[config.mk]
export PLATFORM = sky130hd
export DESIGN_NAME = sha256_msg_seq
export DESIGN_NICKNAME = d
export VERILOG_FILES = /design/src/rtl/sha256_msg_seq.sv
export SDC_FILE = /design/constraint.sdc
export NUM_CORES = 1
export LEC_CHECK = 0
export ABC_AREA = 1
export CAP_MARGIN = 0
export CORE_MARGIN = 4
export CORE_UTILIZATION = 50
export DETAILED_ROUTE_END_ITERATION = 7
export PLACE_DENSITY = 0.86
export RECOVER_POWER = 25
export SYNTH_ARGS = -nofsm -noshare
export SYNTH_HDL_FRONTEND = slang
export SYNTH_SLANG_ARGS = --single-unit
[constraint.sdc]
create_clock -name i_clk -period 2.3 [get_ports i_clk]
set_input_delay 0.46 -clock i_clk [delete_from_list [all_inputs] [get_ports i_clk]]
set_output_delay 0.46 -clock i_clk [all_outputs]
set_load 0.05 [all_outputs]
[src/rtl/sha256_msg_seq.sv]
// sha256_msg_seq: pads a 1..55 byte message into one SHA-256 block, runs the core, streams the digest
module sha256_msg_seq #(
    parameter int IRQ_TIMEOUT = 64
) (
    input  logic       i_clk,
    input  logic       i_rst_n,
    input  logic [7:0] s_data,
    input  logic       s_valid,
    input  logic       s_last,
    output logic       s_ready,
    output logic [7:0] m_data,
    output logic       m_valid,
    output logic       m_last,
    input  logic       m_ready,
    output logic [6:0] o_core_addr,
    output logic [7:0] o_core_data,
    output logic       o_core_we,
    input  logic [7:0] i_core_data,
    input  logic       i_core_irq,
    output logic       o_busy,
    output logic       o_err
);
    localparam logic [2:0] IDLE  = 3'd0;
    localparam logic [2:0] RECV  = 3'd1;
    localparam logic [2:0] PAD   = 3'd2;
    localparam logic [2:0] START = 3'd3;
    localparam logic [2:0] WAIT  = 3'd4;
    localparam logic [2:0] READ  = 3'd5;
    localparam logic [2:0] DRAIN = 3'd6;
    localparam int TW = $clog2(IRQ_TIMEOUT + 1);

    logic [2:0]    state, state_n;
    logic [5:0]    len, k;
    logic [4:0]    j;
    logic [TW-1:0] tcnt;
    logic          acc, tout, hs_end, cap;
    logic [7:0]    pad_byte;

    assign s_ready  = (state == IDLE) | (state == RECV) | (state == DRAIN);
    assign acc      = s_valid & s_ready;
    assign tout     = tcnt == TW'(IRQ_TIMEOUT - 1);
    assign hs_end   = m_valid & m_ready & m_last;
    // the read address only points at digest byte 0 once WAIT has had a cycle to set it
    assign cap      = (state == WAIT & i_core_irq & o_core_addr == 7'd101) |
                      (state == READ & !hs_end & (!m_valid | m_ready));
    assign pad_byte = (k == len)    ? 8'h80 :
                      (k == 6'd62)  ? {7'd0, len[5]} :
                      (k == 6'd63)  ? {len[4:0], 3'd0} : 8'h00;

    // next-state decode
    always_comb begin
        state_n = state;
        case (state)
            IDLE:    if (acc) state_n = s_last ? PAD : RECV;
            RECV:    if (acc) state_n = (len == 6'd55) ? (s_last ? IDLE : DRAIN) : (s_last ? PAD : RECV);
            PAD:     if (k == 6'd63) state_n = START;
            START:   state_n = WAIT;
            WAIT:    state_n = i_core_irq ? READ : (tout ? IDLE : WAIT);
            READ:    if (hs_end) state_n = IDLE;
            DRAIN:   if (acc & s_last) state_n = IDLE;
            default: state_n = IDLE;
        endcase
    end

    // state register and registered busy flag
    always_ff @(posedge i_clk or negedge i_rst_n) begin
        if (!i_rst_n) begin
            state  <= IDLE;
            o_busy <= 1'b0;
        end else begin
            state  <= state_n;
            o_busy <= state_n != IDLE;
        end
    end

    // core bus writes, message length, pad index, timeout counter and error pulse
    always_ff @(posedge i_clk or negedge i_rst_n) begin
        if (!i_rst_n) begin
            len         <= '0;
            k           <= '0;
            tcnt        <= '0;
            o_core_we   <= 1'b0;
            o_core_addr <= '0;
            o_core_data <= '0;
            o_err       <= 1'b0;
        end else begin
            o_core_we <= 1'b0;
            o_err     <= 1'b0;
            case (state)
                IDLE: if (acc) begin
                    o_core_we   <= 1'b1;
                    o_core_addr <= 7'd63;
                    o_core_data <= s_data;
                    len         <= 6'd1;
                    k           <= 6'd1;
                end
                RECV: if (acc) begin
                    if (len == 6'd55) begin
                        o_err <= 1'b1;
                    end else begin
                        o_core_we   <= 1'b1;
                        o_core_addr <= {1'b0, 6'd63 - len};
                        o_core_data <= s_data;
                        len         <= len + 6'd1;
                        k           <= len + 6'd1;
                    end
                end
                PAD: begin
                    o_core_we   <= 1'b1;
                    o_core_addr <= {1'b0, 6'd63 - k};
                    o_core_data <= pad_byte;
                    k           <= k + 6'd1;
                end
                START: begin
                    o_core_we   <= 1'b1;
                    o_core_addr <= 7'd65;
                    o_core_data <= 8'h01;
                    tcnt        <= '0;
                end
                WAIT: begin
                    o_core_addr <= cap ? 7'd100 : 7'd101;
                    tcnt        <= (i_core_irq | tout) ? '0 : tcnt + TW'(1);
                    o_err       <= !i_core_irq & tout;
                end
                READ: if (cap) o_core_addr <= 7'd100 - {2'd0, j};
                default: ;
            endcase
        end
    end

    // digest output stage with ready/valid hold
    always_ff @(posedge i_clk or negedge i_rst_n) begin
        if (!i_rst_n) begin
            m_data  <= '0;
            m_valid <= 1'b0;
            m_last  <= 1'b0;
            j       <= '0;
        end else if (cap) begin
            m_data  <= i_core_data;
            m_valid <= 1'b1;
            m_last  <= j == 5'd31;
            j       <= j + 5'd1;
        end else if (state == READ && hs_end) begin
            m_valid <= 1'b0;
            m_last  <= 1'b0;
        end else if (state == START) begin
            j <= '0;
        end
    end
endmodule
Word-level counts from Yosys, hierarchy flattened
Cells that the tools add are included.
{ "totals": {"reg_bits": 55, "input_bits": 22, "out_inout_bits": 29, "wordCells": 115} }
{ "op_classes": {"add_sub_neg": 7, "n_eq_ne": 18, "muxes": 44, "n_bitwise": 14, "reduce_logical": 19} }
{ "ops": {"columns": ["op", "n"], "rows": [
  ["two-way mux 8 bit", 6],
  ["one-hot mux 7 bit (6 select lines)", 1],
  ["two-way mux 7 bit", 5],
  ["one-hot mux 8 bit (4 select lines)", 1],
  ["two-way mux 3 bit", 9],
  ["one-hot mux 3 bit (7 select lines)", 1],
  ["equality test 6 bit (second input constant)", 3],
  ["two-way mux 6 bit", 3],
  ["one-hot mux 6 bit (3 select lines)", 1],
  ["two-way mux 5 bit", 3],
  ["one-hot mux 7 bit (2 select lines)", 1],
  ["adder 6 x 1 -> 6 bit (second input constant)", 2],
  ["one-hot mux 6 bit (2 select lines)", 1],
  ["AND reduction 4 bit", 3],
  ["subtractor 6 bit (first input constant)", 2],
  ["inequality test 2 bit (second input constant)", 5],
  ["AND 1 bit", 9],
  ["equality test 3 bit (second input constant)", 3],
  ["two-way mux 1 bit", 9],
  ["nonzero test 2 bit", 4],
  ["adder 7 x 1 -> 7 bit (second input constant)", 1],
  ["equality test 7 x 6 -> 1 bit (second input constant)", 1],
  ["equality test 7 bit (second input constant)", 1],
  ["subtractor 6 x 6 -> 7 bit (first input constant)", 1],
  ["18 further kinds", 26]
]} }

Longest topological paths before layout
Gate-level depths: netlist (run 1).
{ "depth": {"ltp_word": 8, "depth_mapped": 13, "depth_no_buf": 13} }

Worst setup path before layout (run 1)
OpenSTA, ideal clock, no wires.
{ "synth_path": {"path_kind": "flip-flop to flip-flop", "from": "register state[2]", "to": "register len[2]", "arrival_time_ns": 1.551, "t_required_ns": 2.224, "slack_ns": 0.673, "stages_incl_launch_ff": 11, "n_path_buf": 1, "cell_sequence": "dfrtp_1 inv_2 ha_1 inv_1 nand2_4 nand2_4 nand2_4 nand2_1 buf_4 nand2_1 o21ai_1"} }
{ "synth_between": {"elab_chain_cells": 6} }
{ "synth_rtl": {"columns": ["element", "line", "rtl"], "rows": [
  ["start: declaration", "32", "logic [2:0] state, state_n;"],
  ["start signal: assignment", "71", "state <= state_n;"],
  ["equality test 3 x 1 -> 1 bit or zero test 3 bit (tied branches)", "39", "assign s_ready = (state == IDLE) | (state == RECV) | (state == DRAIN);"],
  ["OR 1 bit", "39", null],
  ["OR 1 bit *", "39", null],
  ["net s_ready", "10", "output logic s_ready,"],
  ["AND 1 bit *", "40", "assign acc = s_valid & s_ready;"],
  ["inequality test 2 bit (no source line)", null, null],
  ["AND reduction 4 bit (no source line) *", null, null],
  ["end signal: assignment", "104", "len <= len + 6'd1;"],
  ["end: declaration", "33", "logic [5:0] len, k;"]
]} }
The timed path passes the listed nets; every way through them passes the cells marked *.
A chain may end at the register's enable or synchronous reset.

Worst setup path in the final report (run 1)
{ "layout_path": {"from": "register state[1]", "to": "output port s_ready"} }
{ "layout_between": {"elab_chain_cells": 3} }
{ "layout_rtl": {"columns": ["element", "line"], "rows": [
  ["equality test 3 x 1 -> 1 bit or zero test 3 bit (tied branches)", "39"],
  ["OR 1 bit", "39"],
  ["OR 1 bit *", "39"],
  ["end: declaration", "10"]
]} }
Mark *: on every way between the ends. The rest lies on a longest branch, timed or not.

==> metrics.yaml, run 1 <==
run_status:
  status: "finished, final reports clean"
clock_network:
  cts-root-buf: "clkbuf_8"
  clock_path_buffers: 2
  htreeDepth: 2
  numClockSinks: 55
  clock_latency_ns: 0.32
  cts_setup_buffers: 0
  cts.repair.resized: 0
  cts_tree: "done"
  path_clk_slew_ns: 0.10
  hold_buffers: 0
  numCtsBuffers: 5
die:
  core-area_um2: 6459
  fp.dieArea_um2: 8150
  start_util: 0.5240
  die_height_um: 90.28
  row_count: 29
  ios: 51
  die_x_um: 90.28
critical_path:
  critPathArrivalTime_ns: 1.57
  critPathMaxFanout: 7
  critical_path_class: "register to primary output"
  startpoint_type: "register"
  required_ns: 1.84
  worstSetupEndpointType: "primary output"
sta:
  period_share: 0.8836
  setup_violations: 0
  fin_crit_ns: 2.032
  drv_slew: 0
  hold_violations: 0
  rsz0062_at_grt: "no"
  finalClockSkew_ns: 0.01168
  relSlewSlack: 0.1011
  fmax_ghz: 0.4921
  max_slew.worst_pin.slew_ns: 1.348
  finalSetupTns_ns: 0
synth:
  yosysMostFrequentCell: "nand2_1"
  async_flop_share: 1.000
  yosys.area.top_type_share: 0.4067
  synthFlopType: "dfrtp_1"
  ys_types: 32
  yosys-top-cells-area: "dfrtp_1 (41%), nand2_1 (18%), inv_1 (5.5%)"
  ys_seq_elements: 55
  yosys_warnings: 0
  yosys-top-cells-count: "nand2_1 (163), dfrtp_1 (55), inv_1 (50)"
  synth_edf_count: 0
  netlist_instances: 460
  synth_seq_area_share: 0.4067
  synth_top_area_cell: "dfrtp_1"
  synth_fp_nets: 495
  synth_area_per_cell_um2: 7.358
  syn_area_um2: 3384
place:
  place.port_buffers: 50
  dpl_cell_area_um2: 3938
  dp_hpwl_um: 5895
  gp_congestion: 0.9104
global_routing:
  grt_pass1_wl_um: 13480
  grt_start_max_net_pins: 56
  track_usage: 0.1964
  grt_pass1_vias: 2939
  antenna_found_initial: 0
  overflow: 0
layout:
  multi_input_area_um2: 1732
  n_antenna_cell: 0
  final_area_um2: 4048
  fillers: 573
  fin_util: 0.6267
  syn_to_final_growth_pct: 19.59
  final_layout_size_suffix_gt1_frac: 0.08789
  nNetsFinal: 546
  seq_area_um2: 1376
detailed_routing:
  dr.pass1.iters: 5
  drt_wl_total_um: 7832
  ant_nets: 0
  drt_first_iter_violations: 183
  via_per_inst: 5.319
  wl_per_cell_um: 13.30
  drc: 0
  vias: 3133
power:
  leakagePower_uw: 0.002035
  ir_worst_vdd_mv: 0.6913
  design_power_total_uw: 5638
  power_density_nw_per_um2: 1393
min_path:
  hold_path_class: "register to register"
run:
  drv_cap: 0
[layer usage]
layer  share of wire  GRT usage  up-vias  wire length, µm
met5               0          0        -                0
met4           0.017    0.06505        0              137
met3           0.050    0.02917       15              395
met2            0.46     0.3049       95             3576
met1            0.48     0.2816     1464             3723
li1                -          -     1559                -
[metrics by stage]
step,setup slack (ns),hold WS (ns),std cells
6_report,0.2678,0.4820,589
5_1_grt,0.1624,0.5116,589
4_1_cts,0.2706,0.2959,589
3_5_place_dp,0.2524,0.4621,581
3_3_place_gp,0.2886,0.4604,581
2_1_floorplan,0.6727,0.1644,460
[layout by cell type, fill, tap and decap left out]
cell	instances
buf_12	1
xnor2_1	1
a21oi_1	14
inv_1	50
nand3_2	8
nor2_1	38
or2_2	3
clkinv_4	1
buf_2	1
o22ai_2	1
nor3_2	1
bufinv_16	1
nand2_1	163
inv_4	1
xor2_1	6
o22ai_1	8
and2_1	1
o2111ai_1	1
ha_1	13
nand2_4	5
a21boi_0	1
nand3_1	30
nand3_4	1
nor2_8	1
clkinv_2	1
o211ai_1	1
nand4_1	4
inv_2	7
clkdlybuf4s50_1	48
nand2_2	4
o21ai_1	13
nor3_1	2
clkbuf_8	5
o21ai_0	18
dfrtp_1	55
nor2_4	2
clkbuf_2	1
[flip-flops by register name, indices dropped and copies added, names as in the netlist]
name,count
len,6
m_valid,1
o_core_we,1
state,3
o_busy,1
o_core_data,8
m_data,8
o_err,1
k,6
j,5
tcnt,7
m_last,1
o_core_addr,7
[path summary, 6_finish.rpt]
check | start | endpoint | slack [ns] | cells after the start
setup / recovery | state[1] | s_ready | 0.27 | 5
hold / removal | m_data[5] | m_data[5] | 0.48 | 2
setup reg to reg | state[2] | o_core_data[0] | 0.36 | 8
hold reg to reg | m_data[5] | m_data[5] | 0.48 | 2
max in group asynchronous | i_rst_n | o_core_data[1] | 0.96 | 2
min in group asynchronous | i_rst_n | k[3] | 0.51 | 2
[layout make-up]
type | instances | area share
sequential | 55 | 0.3400
multi-input combinational | 340 | 0.4278
tap | 77 | 0.02380
clock inverter | 3 | 0.01082
inverter | 58 | 0.05440
timing repair buffer | 51 | 0.1261
clock buffer | 5 | 0.01700
[kinds of logic (layout without fill, tap and decap cells)]
logic type,Yosys count,count (layout),synth area share
AO/OA/AOI/OAI,57,57,0.09206
XOR/XNOR,7,7,0.01811
adder cells (fa/ha/maj),13,13,0.04806
buffers and inverters,65,117,0.08170
flip-flops,55,55,0.4067
AND/OR/NAND/NOR,263,263,0.3534
[critical path: stages, from the launching register on]
cell	delay [ns]
dfrtp_1	0.48
inv_2	0.13
ha_1	0.22
inv_1	0.16
nand2_4	0.11
buf_12	0.16
[where the power goes]
group | leakage [µW] | internal [µW] | switching, µW
logic | 0.00127 | 1070 | 2280
clock network | 0.0000581 | 325 | 326
registers | 0.000705 | 1330 | 307
total | 0.00204 | 2720 | 2920
No activity file was read; power rests on OpenSTA's default activity.
==> inputs of run 2 (changes only) <==
Settings changed: CELL_PAD_IN_SITES_DETAIL_PLACEMENT set to 1, CELL_PAD_IN_SITES_GLOBAL_PLACEMENT set to 1, CORE_UTILIZATION 50 to 39, PLACE_DENSITY 0.86 to 0.9, SKIP_LAST_GASP set to 1.
==> run 2 against run 1 <==
Net effect: worst setup slack worse by 0.043 ns; highest routed layer unchanged; register-to-register slack worse by 0.10 ns; worst hold slack got worse by 0.034 ns; critical path depth unchanged.
==> metrics.yaml, run 2 (synthesis gave the netlist of run 1 again) <==
run_status:
  status: "finished, final reports clean"  # unchanged
layout:
  layout_common_cells: "nand2_1 (163), dfrtp_1 (55), inv_1 (50), clkdlybuf4s50_1 (48), nor2_1 (38)"  # unchanged
  layout_commonest_cell: "nand2_1"  # unchanged
  n_antenna_cell: 0  # unchanged
  reg_top3: "m_data (8), o_core_data (8)"  # unchanged
  nNetsFinal: 546  # unchanged
  syn_to_final_growth_pct: 21.15  # was 19.59%
  final_layout_size_suffix_gt1_frac: 0.08594  # was 0.08789
global_routing:
  top_usage_layer: "met2"  # unchanged
  overflow: 0  # unchanged
  grt_pass1_wl_um: 16640  # was 13480 µm
  antenna_found_initial: 0  # unchanged
  grt_start_max_net_pins: 34  # was 56
  grtUsageMet3: 0.02273  # was 0.02917
  globalRouteMet1Util: 0.2595  # was 0.2816
  grt_pass1_vias: 3509  # was 2939
  met2_usage: 0.3556  # was 0.3049
  track_usage: 0.2024  # was 0.1964
clock_network:
  cts_tree: "done"  # unchanged
  cts-root-buf: "clkbuf_8"  # unchanged
  numCtsBuffers: 5  # unchanged
  clock_path_buffers: 2  # unchanged
  cts_setup_buffers: 0  # unchanged
  hold_buffers: 0  # unchanged
  numClockSinks: 55  # unchanged
  clock_latency_ns: 0.33  # was 0.32 ns
  path_clk_slew_ns: 0.12  # was 0.10 ns
  cts.repair.resized: 0  # unchanged
  htreeDepth: 2  # unchanged
critical_path:
  critPathMaxFanout: 7  # unchanged
  reg2reg_slack_ns: 0.26  # was 0.36 ns
  worstSetupEndpointType: "primary output"  # unchanged
  critical_path_class: "register to primary output"  # unchanged
  startpoint_type: "register"  # unchanged
  required_ns: 1.84  # about the same
  critPathArrivalTime_ns: 1.62  # was 1.57 ns
  critPathLaunch: "state[1]"  # unchanged
  r2r_start: "state[1]"  # was state[2]
sta:
  period_share: 0.9023  # was 0.8836
  setup_violations: 0  # unchanged
  fmax_ghz: 0.4818  # was 0.4921 GHz
  relSlewSlack: 0.05073  # was 0.1011
  fin_crit_ns: 2.075  # was 2.032 ns
  finalClockSkew_ns: 0.01637  # was 0.01168 ns
  max_slew.worst_pin.slew_ns: 1.424  # was 1.348 ns
  drv_slew: 0  # unchanged
  whs_ns: 0.4477  # was 0.4820 ns
  timing.final.ws_setup_ns: 0.2247  # was 0.2678 ns
  finalSetupTns_ns: 0  # unchanged
  rsz0062_at_grt: "no"  # unchanged
  hold_violations: 0  # unchanged
detailed_routing:
  drt_wl_total_um: 9687  # was 7832 µm
  vias: 3216  # was 3133
  via_per_inst: 5.212  # was 5.319
  drt_first_iter_violations: 156  # was 183
  drc: 0  # unchanged
  dr.pass1.iters: 4  # was 5
  ant_nets: 0  # unchanged
  wl_per_cell_um: 15.70  # was 13.30 µm
power:
  leakagePower_uw: 0.002038  # was 0.002035 µW
  design_power_total_uw: 5797  # was 5638 µW
  power_density_nw_per_um2: 1414  # was 1393 nW/µm²
  ir_worst_vdd_mv: 0.6385  # was 0.6913 mV
die:
  core-area_um2: 8341  # was 6459 µm²
  row_count: 33  # was 29
  ios: 51  # unchanged
  die_x_um: 101.2  # was 90.28 µm
  start_util: 0.4058  # was 0.5240
  fp.dieArea_um2: 10230  # was 8150 µm²
  die_height_um: 101.2  # was 90.28 µm
place:
  place.port_buffers: 50  # unchanged
  gp_congestion: 0.8524  # was 0.9104
  dp_hpwl_um: 7492  # was 5895 µm
  pre_cts_ws_ns: 0.1609  # was 0.2524 ns
run:
  drv_cap: 0  # unchanged
min_path:
  hold_path_class: "input port to asynchronous set/reset pin"  # was register to register
run 2: cell count changes in the layout (fill, tap and decap cells not counted):
cell	delta
clkbuf_1	+1
inv_6	+1
clkbuf_2	-1
buf_2	-1
buf_12	+1
clkinv_2	-1
run 2: final timing paths:
path,to,cells after the start
max,s_ready,5
max reg2reg,len[0],9
min,o_core_addr[2],1
max in group asynchronous,m_data[6],2
min reg2reg,o_core_data[3],2
min in group i_clk,o_core_data[3],2
run 2: through the flow:
step,area (µm²),utilization,cells
2_1_floorplan,3385,-,460
3_3_place_gp,3985,0.4778,609
3_5_place_dp,3985,0.4778,609
4_1_cts,4101,0.4917,617
5_1_grt,4100,0.4916,617
6_report,4100,0.4916,617
run 2: final cells by class:
type | count | area, µm²
Clock buffer | 5 | 68.82
Clock inverter | 3 | 47.55
Fill cell | 1054 | 4240
Inverter | 58 | 220.2
Multi-Input combinational cell | 340 | 1732
Sequential cell | 55 | 1376
Tap cell | 105 | 131.4
Timing Repair Buffer | 51 | 524.3
run 2: layer usage:
layer	part of all wire	vias to the layer above
met3	0.028	13
li1	-	1558
met1	0.45	1582
met4	0.017	0
met2	0.51	63
met5	0	-
run 2: power by group:
part	internal [µW]	switching (µW)
Combinational	1070	2400
Sequential	1330	319
Clock	331	350
Total	2730	3070
run 2: worst max-delay path, stage by stage, from the launching register on:
cell	delay [ns]
dfrtp_1	0.50
inv_2	0.14
ha_1	0.22
inv_1	0.17
nand2_4	0.11
buf_12	0.16
==> inputs of run 3 (changes only) <==
Settings changed: ABC_CLOCK_PERIOD_IN_PS set to 2300, SKIP_CTS_REPAIR_TIMING set to 1.
==> results of run 3 <==
No change in the layout: final DEF, timing and power equal those of run 2.
